### src/rtl/bin2bcd_seq_pkg.sv
// Shared definitions for the sequential binary-to-BCD converter family:
// FSM state encoding and the bit-counter sizing rule.
package bin2bcd_seq_pkg;

    typedef enum logic [1:0] {
        ST_IDLE  = 2'd0,
        ST_SHIFT = 2'd1,
        ST_DONE  = 2'd2
    } state_t;

    // Counter must hold the value WIDTH itself, so it needs clog2(WIDTH+1) bits.
    function automatic int cnt_width(input int width);
        return $clog2(width + 1);
    endfunction

endpackage

### src/rtl/bcd_digit_adj.sv
// Double-dabble correction for one BCD digit: add 3 when the digit is 5 or more,
// so that the following left shift carries correctly into the next decade.
module bcd_digit_adj (
    input  logic [3:0] din,
    output logic [3:0] dout
);

    // Pure combinational add-3 correction.
    always_comb begin
        dout = din;
        if (din >= 4'd5) begin
            dout = din + 4'd3;
        end
    end

endmodule

### src/rtl/bin2bcd_seq.sv
// Sequential double-dabble binary-to-BCD converter. One operand bit is consumed
// per clock, so a conversion takes WIDTH SHIFT cycles followed by one DONE cycle.
// Digits that do not fit in DIGITS decades are dropped and reported through ovf.
module bin2bcd_seq
    import bin2bcd_seq_pkg::*;
#(
    parameter int WIDTH  = 8,
    parameter int DIGITS = 3,
    parameter int SIGNED = 0
) (
    input  logic                clk,
    input  logic                rst,
    input  logic                start,
    input  logic [WIDTH-1:0]    binary,
    output logic                busy,
    output logic                done,
    output logic [4*DIGITS-1:0] bcd,
    output logic                neg,
    output logic                ovf
);

    localparam int CW = cnt_width(WIDTH);
    localparam int BW = 4 * DIGITS;

    localparam logic [WIDTH-1:0] MAG_ONE  = WIDTH'(1);
    localparam logic [CW-1:0]    CNT_ONE  = CW'(1);
    localparam logic [CW-1:0]    CNT_LOAD = CW'(WIDTH);

    state_t            state_q, state_d;
    logic [CW-1:0]     cnt_q, cnt_d;
    logic [WIDTH-1:0]  opnd_q, opnd_d;
    logic [BW-1:0]     dig_q, dig_d;
    logic              sign_q, sign_d;
    logic              wovf_q, wovf_d;
    logic [BW-1:0]     bcd_q, bcd_d;
    logic              neg_q, neg_d;
    logic              ovf_q, ovf_d;

    logic [BW-1:0]     dig_adj;
    logic [BW-1:0]     dig_shift;
    logic [WIDTH-1:0]  opnd_shift;
    logic              carry_out;
    logic              in_neg;
    logic [WIDTH-1:0]  in_mag;

    // One add-3 corrector per working digit.
    for (genvar gi = 0; gi < DIGITS; gi++) begin : g_adj
        bcd_digit_adj u_adj (
            .din  (dig_q[4*gi +: 4]),
            .dout (dig_adj[4*gi +: 4])
        );
    end

    // One double-dabble step: shift {digits, operand} left, catching the bit
    // that falls off the top digit as an overflow indication.
    always_comb begin
        dig_shift  = {dig_adj[BW-2:0], opnd_q[WIDTH-1]};
        opnd_shift = {opnd_q[WIDTH-2:0], 1'b0};
        carry_out  = dig_adj[BW-1];
    end

    // Operand magnitude; two's-complement negation of the most negative value
    // yields 2^(WIDTH-1), which is exact when read as unsigned.
    always_comb begin
        in_neg = (SIGNED != 0) && binary[WIDTH-1];
        in_mag = binary;
        if (in_neg) begin
            in_mag = ~binary + MAG_ONE;
        end
    end

    // Next-state and datapath update for the IDLE/SHIFT/DONE controller.
    always_comb begin
        state_d = state_q;
        cnt_d   = cnt_q;
        opnd_d  = opnd_q;
        dig_d   = dig_q;
        sign_d  = sign_q;
        wovf_d  = wovf_q;
        bcd_d   = bcd_q;
        neg_d   = neg_q;
        ovf_d   = ovf_q;
        case (state_q)
            ST_IDLE, ST_DONE: begin
                state_d = ST_IDLE;
                if (start) begin
                    opnd_d  = in_mag;
                    sign_d  = in_neg;
                    dig_d   = '0;
                    wovf_d  = 1'b0;
                    cnt_d   = CNT_LOAD;
                    state_d = ST_SHIFT;
                end
            end
            ST_SHIFT: begin
                dig_d  = dig_shift;
                opnd_d = opnd_shift;
                wovf_d = wovf_q | carry_out;
                cnt_d  = cnt_q - CNT_ONE;
                if (cnt_q == CNT_ONE) begin
                    state_d = ST_DONE;
                    bcd_d   = dig_shift;
                    neg_d   = sign_q;
                    ovf_d   = wovf_q | carry_out;
                end
            end
            default: begin
                state_d = ST_IDLE;
            end
        endcase
    end

    // All state lives here; reset wins over any pending start.
    always_ff @(posedge clk) begin
        if (rst) begin
            state_q <= ST_IDLE;
            cnt_q   <= '0;
            opnd_q  <= '0;
            dig_q   <= '0;
            sign_q  <= 1'b0;
            wovf_q  <= 1'b0;
            bcd_q   <= '0;
            neg_q   <= 1'b0;
            ovf_q   <= 1'b0;
        end else begin
            state_q <= state_d;
            cnt_q   <= cnt_d;
            opnd_q  <= opnd_d;
            dig_q   <= dig_d;
            sign_q  <= sign_d;
            wovf_q  <= wovf_d;
            bcd_q   <= bcd_d;
            neg_q   <= neg_d;
            ovf_q   <= ovf_d;
        end
    end

    assign busy = (state_q == ST_SHIFT);
    assign done = (state_q == ST_DONE);
    assign bcd  = bcd_q;
    assign neg  = neg_q;
    assign ovf  = ovf_q;

endmodule

### config.mk
export PLATFORM = sky130hd
export DESIGN_NAME = bin2bcd_seq
export DESIGN_NICKNAME = d
export VERILOG_FILES = /design/src/rtl/bin2bcd_seq_pkg.sv /design/src/rtl/bcd_digit_adj.sv /design/src/rtl/bin2bcd_seq.sv
export SDC_FILE = /design/constraint.sdc
export NUM_CORES = 1
export LEC_CHECK = 0
export BUFFER_PORTS_ARGS = -buffer_cell sky130_fd_sc_hd__buf_2
export CORE_MARGIN = 2
export CORE_UTILIZATION = 45
export DETAILED_ROUTE_END_ITERATION = 8
export HOLD_SLACK_MARGIN = 0.05
export PLACE_DENSITY = 0.67
export SYNTH_ARGS = -nofsm -noshare
export SYNTH_HDL_FRONTEND = slang
export SYNTH_HIERARCHICAL = 1
export SYNTH_SLANG_ARGS = --single-unit
### constraint.sdc
create_clock -name clk -period 1.6 [get_ports clk]
set_input_delay 0.32 -clock clk [delete_from_list [all_inputs] [get_ports clk]]
set_output_delay 0.32 -clock clk [all_outputs]
set_load 0.1 [all_outputs]
### Word level (Yosys, flattened, before mapping)

Index checks and enable logic that the tools add are counted.

* add/subtract/negate cells: 4
* $mul: 0
* div/mod/pow operators: 0
* order comparisons: 3
* eq/ne operators: 5
* shift-type cells: 0
* muxes and demuxes: 14
* bitwise gates (word level): 1
* reductions and logical operators: 5

Operators by type and width (count)
* $pmux W12 S2: 1
* $mux W4: 4
* $pmux W8 S2: 1
* $add A4 B2 Y4 const B: 3
* $ge A4 B3 Y1 const B: 3
* $mux W12: 1
* $mux W8: 1
* $pmux W4 S2: 1
* $eq A4 B1 Y1 const B: 1
* $pmux W2 S2: 1
* $reduce_and A2 Y1: 2
* $sub A4 B1 Y4 const B: 1
* $eq A2 B1 Y1 const B: 1
* $eq A2 B2 Y1 const B: 1
* $logic_not A2 Y1: 1
* $mux W1: 2
* $mux W2: 1
* $ne A2 B1 Y1 const B: 1
* $ne A2 B2 Y1 const B: 1
* $pmux W1 S2: 1
* $reduce_bool A2 Y1: 1
* $reduce_or A2 Y1: 1
* $or A1 B1 Y1: 1

* register bits: 40
* bits in latches: 0
* memory bits (writable): 0
* bits in read-only memories: 0
* input port bits: 11
* output and inout bits: 16
* logic and storage cells: 39
* memories: 0

### Logic depth before layout (Yosys ltp)

Gate-level depths: netlist of the first run.

* depth after elaboration: 4
* depth in mapped cells: 7
* depth with buffers taken out: 7

### By module

Netlist of the first run, hierarchy kept.

By module, submodules not included
* bin2bcd_seq: times used 1, cells each 160, area an instance 1522.7 sq um, seq. area each 800.8 sq um
* bcd_digit_adj: times used 3, cells each 16, area an instance 101.3 sq um, seq. area each 0.0 sq um

### Least setup slack after synthesis of the first run

OpenSTA, ideal clock, no wires.

* kind: register to output
* start: reg state_q[0]
* end: out done
* arrival time: 1664 ps
* data required time: 1280 ps
* path slack: -384 ps
* stages on the path, launching flop included: 2
* buffers on the path: 0
* cells stage by stage: dfxtp_1 > nor2b_1

* word-level cells in the longest chain between the ends: 1

RTL lines
* from (decl): line bin2bcd_seq.sv:29 `state_t state_q, state_d;`
* from (signal assigned): line bin2bcd_seq.sv:126 `state_q <= state_d;`
* $eq A2 B2 Y1: line bin2bcd_seq.sv:139 `assign done = (state_q == ST_DONE);`
* to (decl): line bin2bcd_seq.sv:16 `output logic done,`

No other way between the ends.

### Worst setup path in the final report of the first run

* start: reg state_q[1]
* end: out busy

* word-level cells in the longest chain between the ends: 1

RTL lines
* $eq A2 B1 Y1: line bin2bcd_seq.sv:138 `assign busy = (state_q == ST_SHIFT);`
* to (decl): line bin2bcd_seq.sv:15 `output logic busy,`

No other way between the ends.

==> impl_metrics.env, run 1 <==
export IMPL_cts_made_buffers=5
export IMPL_numPortBuffers=25
export IMPL_drive_above_1_share_pct=29.66
export IMPL_swShare_pct=27.39
export IMPL_path_class="reg -> out"
export IMPL_r2r_start="dig_q[1]"
export IMPL_gp_congestion=0.8216
export IMPL_cts_root_buf="clkbuf_8"
export IMPL_clockPowerShare_pct=34.8
export IMPL_grt_overflow=0
export IMPL_fmax_ghz=0.6507
export IMPL_cts_sinks=40
export IMPL_synth_seq_cells=40
export IMPL_use_met2_pct=30.51
export IMPL_die_h_um=67.72
export IMPL_ir_drop_v=0.0005565
export IMPL_grt_start_max_net_pins=28
export IMPL_total_power_uw=2022
export IMPL_r2r_setup_slack_ns=0.08
export IMPL_intPower_uw=1468
export IMPL_grt_antenna_before_repair=0
export IMPL_clk_pin_slew_ns=0.08
export IMPL_routed_wl_mm=3.865
export IMPL_dp_hpwl_mm=2.420
export IMPL_r2r_end="bcd[1]"
export IMPL_cts_tree="built"
export IMPL_die_area_sq_um=4585
export IMPL_use_met3_pct=5.333
export IMPL_syn_cell_area_sq_um=1827
export IMPL_hold_ws_ns=0.2689
export IMPL_arrival_ns=1.22
export IMPL_use_met1_pct=22.61
export IMPL_synthesis_nets=227
export IMPL_cts_buffer_depth=2
export IMPL_slew_viol_final=0
export IMPL_finClkSkew_ns=0.005197
export IMPL_cts_hold_buffers=0
export IMPL_rows=23
export IMPL_ys_seq_area_share_pct=43.84
export IMPL_power_share_combinational_pct=13.4
export IMPL_gr_usage_all_layers_pct=18.35
export IMPL_grt_first_pass_wirelength_mm=6.292
export IMPL_fin_util_pct=55.47
export IMPL_syn_avg_cell_area_sq_um=8.782
export IMPL_viasPerCell=5.339
export IMPL_htreeDepth=2
export IMPL_via_count=1527
export IMPL_start_kind="flop"
export IMPL_finalSetupTns_ns=0
export IMPL_ys_warn_count=6
export IMPL_syn_to_final_growth_pct=19.73
export IMPL_endpoint_kind="primary output"
export IMPL_required_ns=1.28
export IMPL_min_period_over_period_pct=96.06
export IMPL_initial_core_util_pct=46.33
export IMPL_maxCapViolCount=0
export IMPL_p_leak_uw=0.0008708
export IMPL_switchingPower_uw=553.8
export IMPL_core_area_sq_um=3943
export IMPL_startpoint="state_q[1]"
export IMPL_n_fill_cell=364
export IMPL_hold_viol_final=0
export IMPL_ant_nets=0
export IMPL_synthCells=208
export IMPL_hold_class="in -> reg"
export IMPL_grt_busiest_layer="met2"
export IMPL_setup_viol=0
export IMPL_first_global_vias=1392
export IMPL_n_antenna_cell=0
export IMPL_layout_nets=254
export IMPL_io_pins=27
export IMPL_clk_latency_ns=0.30
export IMPL_drc=0
export IMPL_firstDrtPassIters=4
export IMPL_power_density_nw_per_um2=924.6
export IMPL_critPathMaxFanout=14
export IMPL_run_status="complete, no violations"
export IMPL_crit_end="busy"
export IMPL_die_w_um=67.72
export IMPL_fin_ws_ns=0.06312
export IMPL_drtIter0Drc=58
export IMPL_place_ws_ns=-0.2185
export IMPL_wl_per_cell_um=13.51
export IMPL_power_frac_seq_pct=51.8
export IMPL_post_synth_num_cell_types=32
export IMPL_r2r_cells=7
export IMPL_min_period_ns=1.537
cell families (layout without fill, tap and decap cells):
family / after synthesis / in the layout / synth area share, %
fa+ha+maj: 8 / 8 / 5.480
simple gates: 73 / 73 / 20.07
buf+inv: 23 / 51 / 6.506
mux: 3 / 3 / 1.644
compound gates: 57 / 57 / 20.82
other cells: 1 / 1 / 0.2053
flops: 40 / 40 / 43.84
xor+xnor: 3 / 3 / 1.439
timing repair:
item	CTS	global route
pin swaps	0	2
cloned	0	1
endpoints found under the setup margin	13	8
resized for setup	5	8
setup buffers	0	2
layout by cell type (no fill, tap or decap), types with 2 or more instances in the layout:
master | Yosys | routed
nand3_1 | 23 | 23
nor2b_2 | 0 | 2
nand2_1 | 26 | 26
a22oi_1 | 7 | 7
buf_4 | 2 | 6
nor3_1 | 3 | 3
dfxtp_1 | 40 | 38
a21oi_2 | 3 | 4
a21oi_1 | 27 | 25
ha_1 | 8 | 8
a22o_2 | 12 | 12
clkbuf_8 | 0 | 6
o21ai_1 | 3 | 3
xnor2_1 | 3 | 3
dfxtp_2 | 0 | 2
o21ai_0 | 3 | 3
buf_2 | 2 | 23
inv_1 | 8 | 8
clkinv_2 | 0 | 2
mux2i_2 | 0 | 2
buf_12 | 0 | 3
nor2_1 | 4 | 4
nand2b_1 | 9 | 8
synthesized netlist by cell type, drive strengths merged:
cell type | n | area share (%)
dfxtp | 40 | 44
a21oi | 30 | 8.8
nand2 | 26 | 5.3
nand3 | 23 | 6.3
a22o | 12 | 6.6
buf | 10 | 3.8
inv | 9 | 1.8
nand2b | 9 | 3.1
ha | 8 | 5.5
a22oi | 7 | 2.9
o21ai | 6 | 1.6
clkbuf | 4 | 0.82
nor2 | 4 | 0.82
nor3 | 4 | 1.7
mux2i | 3 | 1.6
xnor2 | 3 | 1.4
nor2b | 2 | 0.68
a211oi | 1 | 0.41
a311oi | 1 | 0.48
conb | 1 | 0.21
nand3b | 1 | 0.41
nor3b | 1 | 0.41
nor4 | 1 | 0.34
or2 | 1 | 0.34
or3b | 1 | 0.62
metal layers:
metal	wire length [um]	part of all wire, %	vias to the layer above
li1	-	-	778
met1	1819	47	706
met2	1783	46	38
met3	212	5.5	5
met4	49	1.3	0
met5	0	0	-
cell type report:
type | instances | area, sq um | share of cell area [%]
Sequential cell | 40 | 803.3 | 36.73
Inverter | 9 | 33.78 | 1.545
Multi-Input combinational cell | 145 | 942.2 | 43.08
Clock buffer | 6 | 82.58 | 3.776
Tap cell | 50 | 62.56 | 2.860
Timing Repair Buffer | 34 | 252.7 | 11.56
Clock inverter | 2 | 10.01 | 0.4577
flip-flops by register name, indices dropped and copies added, names as in the netlist:
name and count:
bcd 12, cnt_q 4, dig_q 12, opnd_q 8
ovf 1, state_q 2, wovf_q 1
worst min-delay path by stage:
stage / startpoint / end / depth (start not counted)
after floorplan: opnd_q[7] / dig_q[0] / 2
after global placement: opnd_q[6] / opnd_q[6] / 2
after detailed placement: bcd[9] / bcd[9] / 1
after CTS: binary[0] / opnd_q[0] / 3
after global routing: binary[0] / opnd_q[0] / 3
final: binary[0] / opnd_q[0] / 3
worst max-delay path, stage by stage (launching register included):
cell and delay, ns:
dfxtp_1 0.33, nand2b_4 0.15, inv_2 0.10, buf_12 0.16
buf_12 0.18
through the flow:
stage / instances / instance area [sq um]
floorplan: 208 / 1829
global placement: 275 / 2004
detailed placement: 275 / 2004
CTS: 283 / 2115
global route: 286 / 2187
finish: 286 / 2187
power by group through the flow:
stage                     clock network (uW)  logic [uW]  registers [uW]
after floorplan                            0         175            1070
after global placement                     0         237            1070
after detailed placement                   0         238            1070
after CTS                                717         247            1050
after global routing                     755         296            1050
final                                    704         270            1050
(Power assumes the default switching activity.)
==> run 2, diff against run 1 <==
--- a/config.mk
+++ b/config.mk
@@ -13,5 +13,4 @@
 export PLACE_DENSITY = 0.67
 export SYNTH_ARGS = -nofsm -noshare
 export SYNTH_HDL_FRONTEND = slang
-export SYNTH_HIERARCHICAL = 1
 export SYNTH_SLANG_ARGS = --single-unit
==> impl_metrics.env, run 2 <==
export IMPL_run_status="complete, no violations"
export IMPL_async_reset_ff_share_pct=0
export IMPL_clk_latency_ns=0.30
export IMPL_intPower_uw=1614
export IMPL_clk_pin_slew_ns=0.08
export IMPL_rsz0062_at_grt="yes"
export IMPL_synth_seq_cells=40
export IMPL_ys_warn_count=0
export IMPL_arrival_ns=1.83
export IMPL_synth_xor_area_share_pct=1.432
export IMPL_place_ws_ns=-0.07456
export IMPL_synth_compound_gate_area_share_pct=22.10
export IMPL_min_period_ns=1.589
export IMPL_fin_ws_ns=0.01126
export IMPL_die_h_um=67.85
export IMPL_power_frac_seq_pct=47.8
export IMPL_n_antenna_cell=0
export IMPL_via_count=1529
export IMPL_netlist_top_cells_count="40 x dfxtp_1, 24 x a21oi_1, 16 x nor2_1"
export IMPL_startpoint="cnt_q[1]"
export IMPL_hold_class="in -> reg"
export IMPL_die_area_sq_um=4603
export IMPL_fin_util_pct=58.41
export IMPL_grt_start_max_net_pins=22
export IMPL_initial_core_util_pct=46.19
export IMPL_fmax_ghz=0.6294
export IMPL_gp_congestion=0.8197
export IMPL_htreeDepth=2
export IMPL_core_area_sq_um=3971
export IMPL_r2r_start="cnt_q[1]"
export IMPL_power_share_combinational_pct=14.4
export IMPL_power_density_nw_per_um2=949.4
export IMPL_maxCapViolCount=0
export IMPL_hold_viol_final=0
export IMPL_drive_above_1_share_pct=32.38
export IMPL_synth_top_family_by_area="compound AO/OA/AOI/OAI gates"
export IMPL_netlist_area_leader_share_pct=43.66
export IMPL_ys_seq_area_share_pct=43.66
export IMPL_synthMuxAreaShare_pct=2.387
export IMPL_synth_flop_cell="dfxtp_1"
export IMPL_synth_top_cell_by_area="dfxtp_1"
export IMPL_numPortBuffers=25
export IMPL_ant_nets=0
export IMPL_endpoint_kind="flop"
export IMPL_clockPowerShare_pct=37.8
export IMPL_switchingPower_uw=588.6
export IMPL_cts_tree="built"
export IMPL_io_pins=27
export IMPL_syn_cell_area_sq_um=1834
export IMPL_min_period_over_period_pct=99.30
export IMPL_ir_drop_v=0.0004990
export IMPL_final_common_cell="dfxtp_1"
export IMPL_post_synth_num_cell_types=31
export IMPL_cts_buffer_depth=2
export IMPL_mostFrequentLayoutCells="37 x dfxtp_1, 24 x buf_2, 21 x a21oi_1, 18 x buf_4, 16 x nor2_1"
export IMPL_path_class="reg -> reg"
export IMPL_firstDrtPassIters=5
export IMPL_synthAdderAreaFrac_pct=5.457
export IMPL_syn_to_final_growth_pct=26.47
export IMPL_total_power_uw=2202
export IMPL_slew_viol_final=0
export IMPL_drc=0
export IMPL_setup_viol=0
export IMPL_wl_per_cell_um=12.82
export IMPL_viasPerCell=5.201
export IMPL_routed_wl_mm=3.770
export IMPL_synth_edf_count=0
export IMPL_r2r_cells=5
export IMPL_min_from="binary[0]"
export IMPL_critPathMaxFanout=7
export IMPL_grt_antenna_before_repair=0
export IMPL_swShare_pct=26.73
export IMPL_cts_sinks=40
export IMPL_grt_overflow=0
export IMPL_p_leak_uw=0.0008777
export IMPL_layout_nets=262
export IMPL_required_ns=1.84
export IMPL_dp_hpwl_mm=2.468
export IMPL_die_w_um=67.85
export IMPL_synthSimpleGateAreaFrac_pct=18.76
export IMPL_start_kind="flop"
export IMPL_rows=23
export IMPL_cts_made_buffers=5
export IMPL_synthCells=204
export IMPL_syn_avg_cell_area_sq_um=8.991
export IMPL_first_global_vias=1424
export IMPL_yosysMostFrequentCell="dfxtp_1"
export IMPL_synthesis_nets=223
export IMPL_synth_area_leaders="dfxtp_1 44%, a21oi_1 6.5%, ha_1 5.5%, o22ai_2 4.1%, nand2b_1 3.8%"
export IMPL_cts_hold_buffers=0
export IMPL_cts_root_buf="clkbuf_8"
export IMPL_drtIter0Drc=97
export IMPL_min_path_cells=3
export IMPL_grt_first_pass_wirelength_mm=6.168
export IMPL_gr_usage_all_layers_pct=17.91
export IMPL_finClkSkew_ns=0.005984
-- run 2: path summary, 6_finish.rpt --
kind                to  slack (ns)
max             bcd[2]        0.01
min          opnd_q[0]        0.27
max reg2reg     bcd[2]        0.01
min reg2reg  opnd_q[6]        0.46
-- run 2: logic make-up after synthesis --
group                      after synthesis
xor gates and xnor gates                 3
buffers and inverters                   25
muxes                                    4
other                                    1
adders and majority gates                8
AOI/OAI and AO/OA                       61
and+or+nand+nor                         62
DFF                                     40
-- run 2: power groups by stage --
stage / combinational [uW] / clock [uW] / sequential (uW)
final: 317 / 833 / 1050
after detailed placement: 304 / 0 / 1070
after floorplan: 171 / 0 / 1100
after global placement: 303 / 0 / 1070
after CTS: 308 / 846 / 1050
after global routing: 343 / 886 / 1060
-- run 2: metrics by stage --
step	cell area (sq um)	TNS (ns)	hold slack, ns	std cells
after floorplan	1839	0	0.4368	204
after global placement	2138	-0.1893	0.4420	284
after detailed placement	2138	-0.4165	0.4470	284
after CTS	2258	0	0.2710	292
after global routing	2320	-0.06315	0.2861	294
final	2320	0	0.2672	294
-- run 2: worst max-delay path, stage by stage, from the launching register on --
cell     delay [ns]
dfxtp_2        0.33
inv_2          0.07
ha_4           0.11
or3b_4         0.39
or3_4          0.46
o22ai_2        0.16
-- run 2: layout make-up --
type / count / area [sq um]
fill: 369 / 1652
multi-input combinational: 139 / 977.2
sequential: 40 / 804.5
timing repair buffer: 46 / 326.6
clock buffer: 6 / 72.57
tap: 50 / 62.56
inverter: 11 / 41.29
clock inverter: 2 / 35.03
-- run 2: repair_timing --
item | 4_1_cts | 5_1_grt
gates resized for setup | 4 | 13
pin swaps | 0 | 6
setup buffers | 0 | 2
setup endpoints to repair | 7 | 13
-- run 2: metal layers --
metal  GRT usage (%)  vias up  wire (um)
li1                -      796          -
met1           23.85      697       1903
met2           27.70       31       1672
met3           5.428        5        154
met4           6.000        0         40
met5               0        -          0
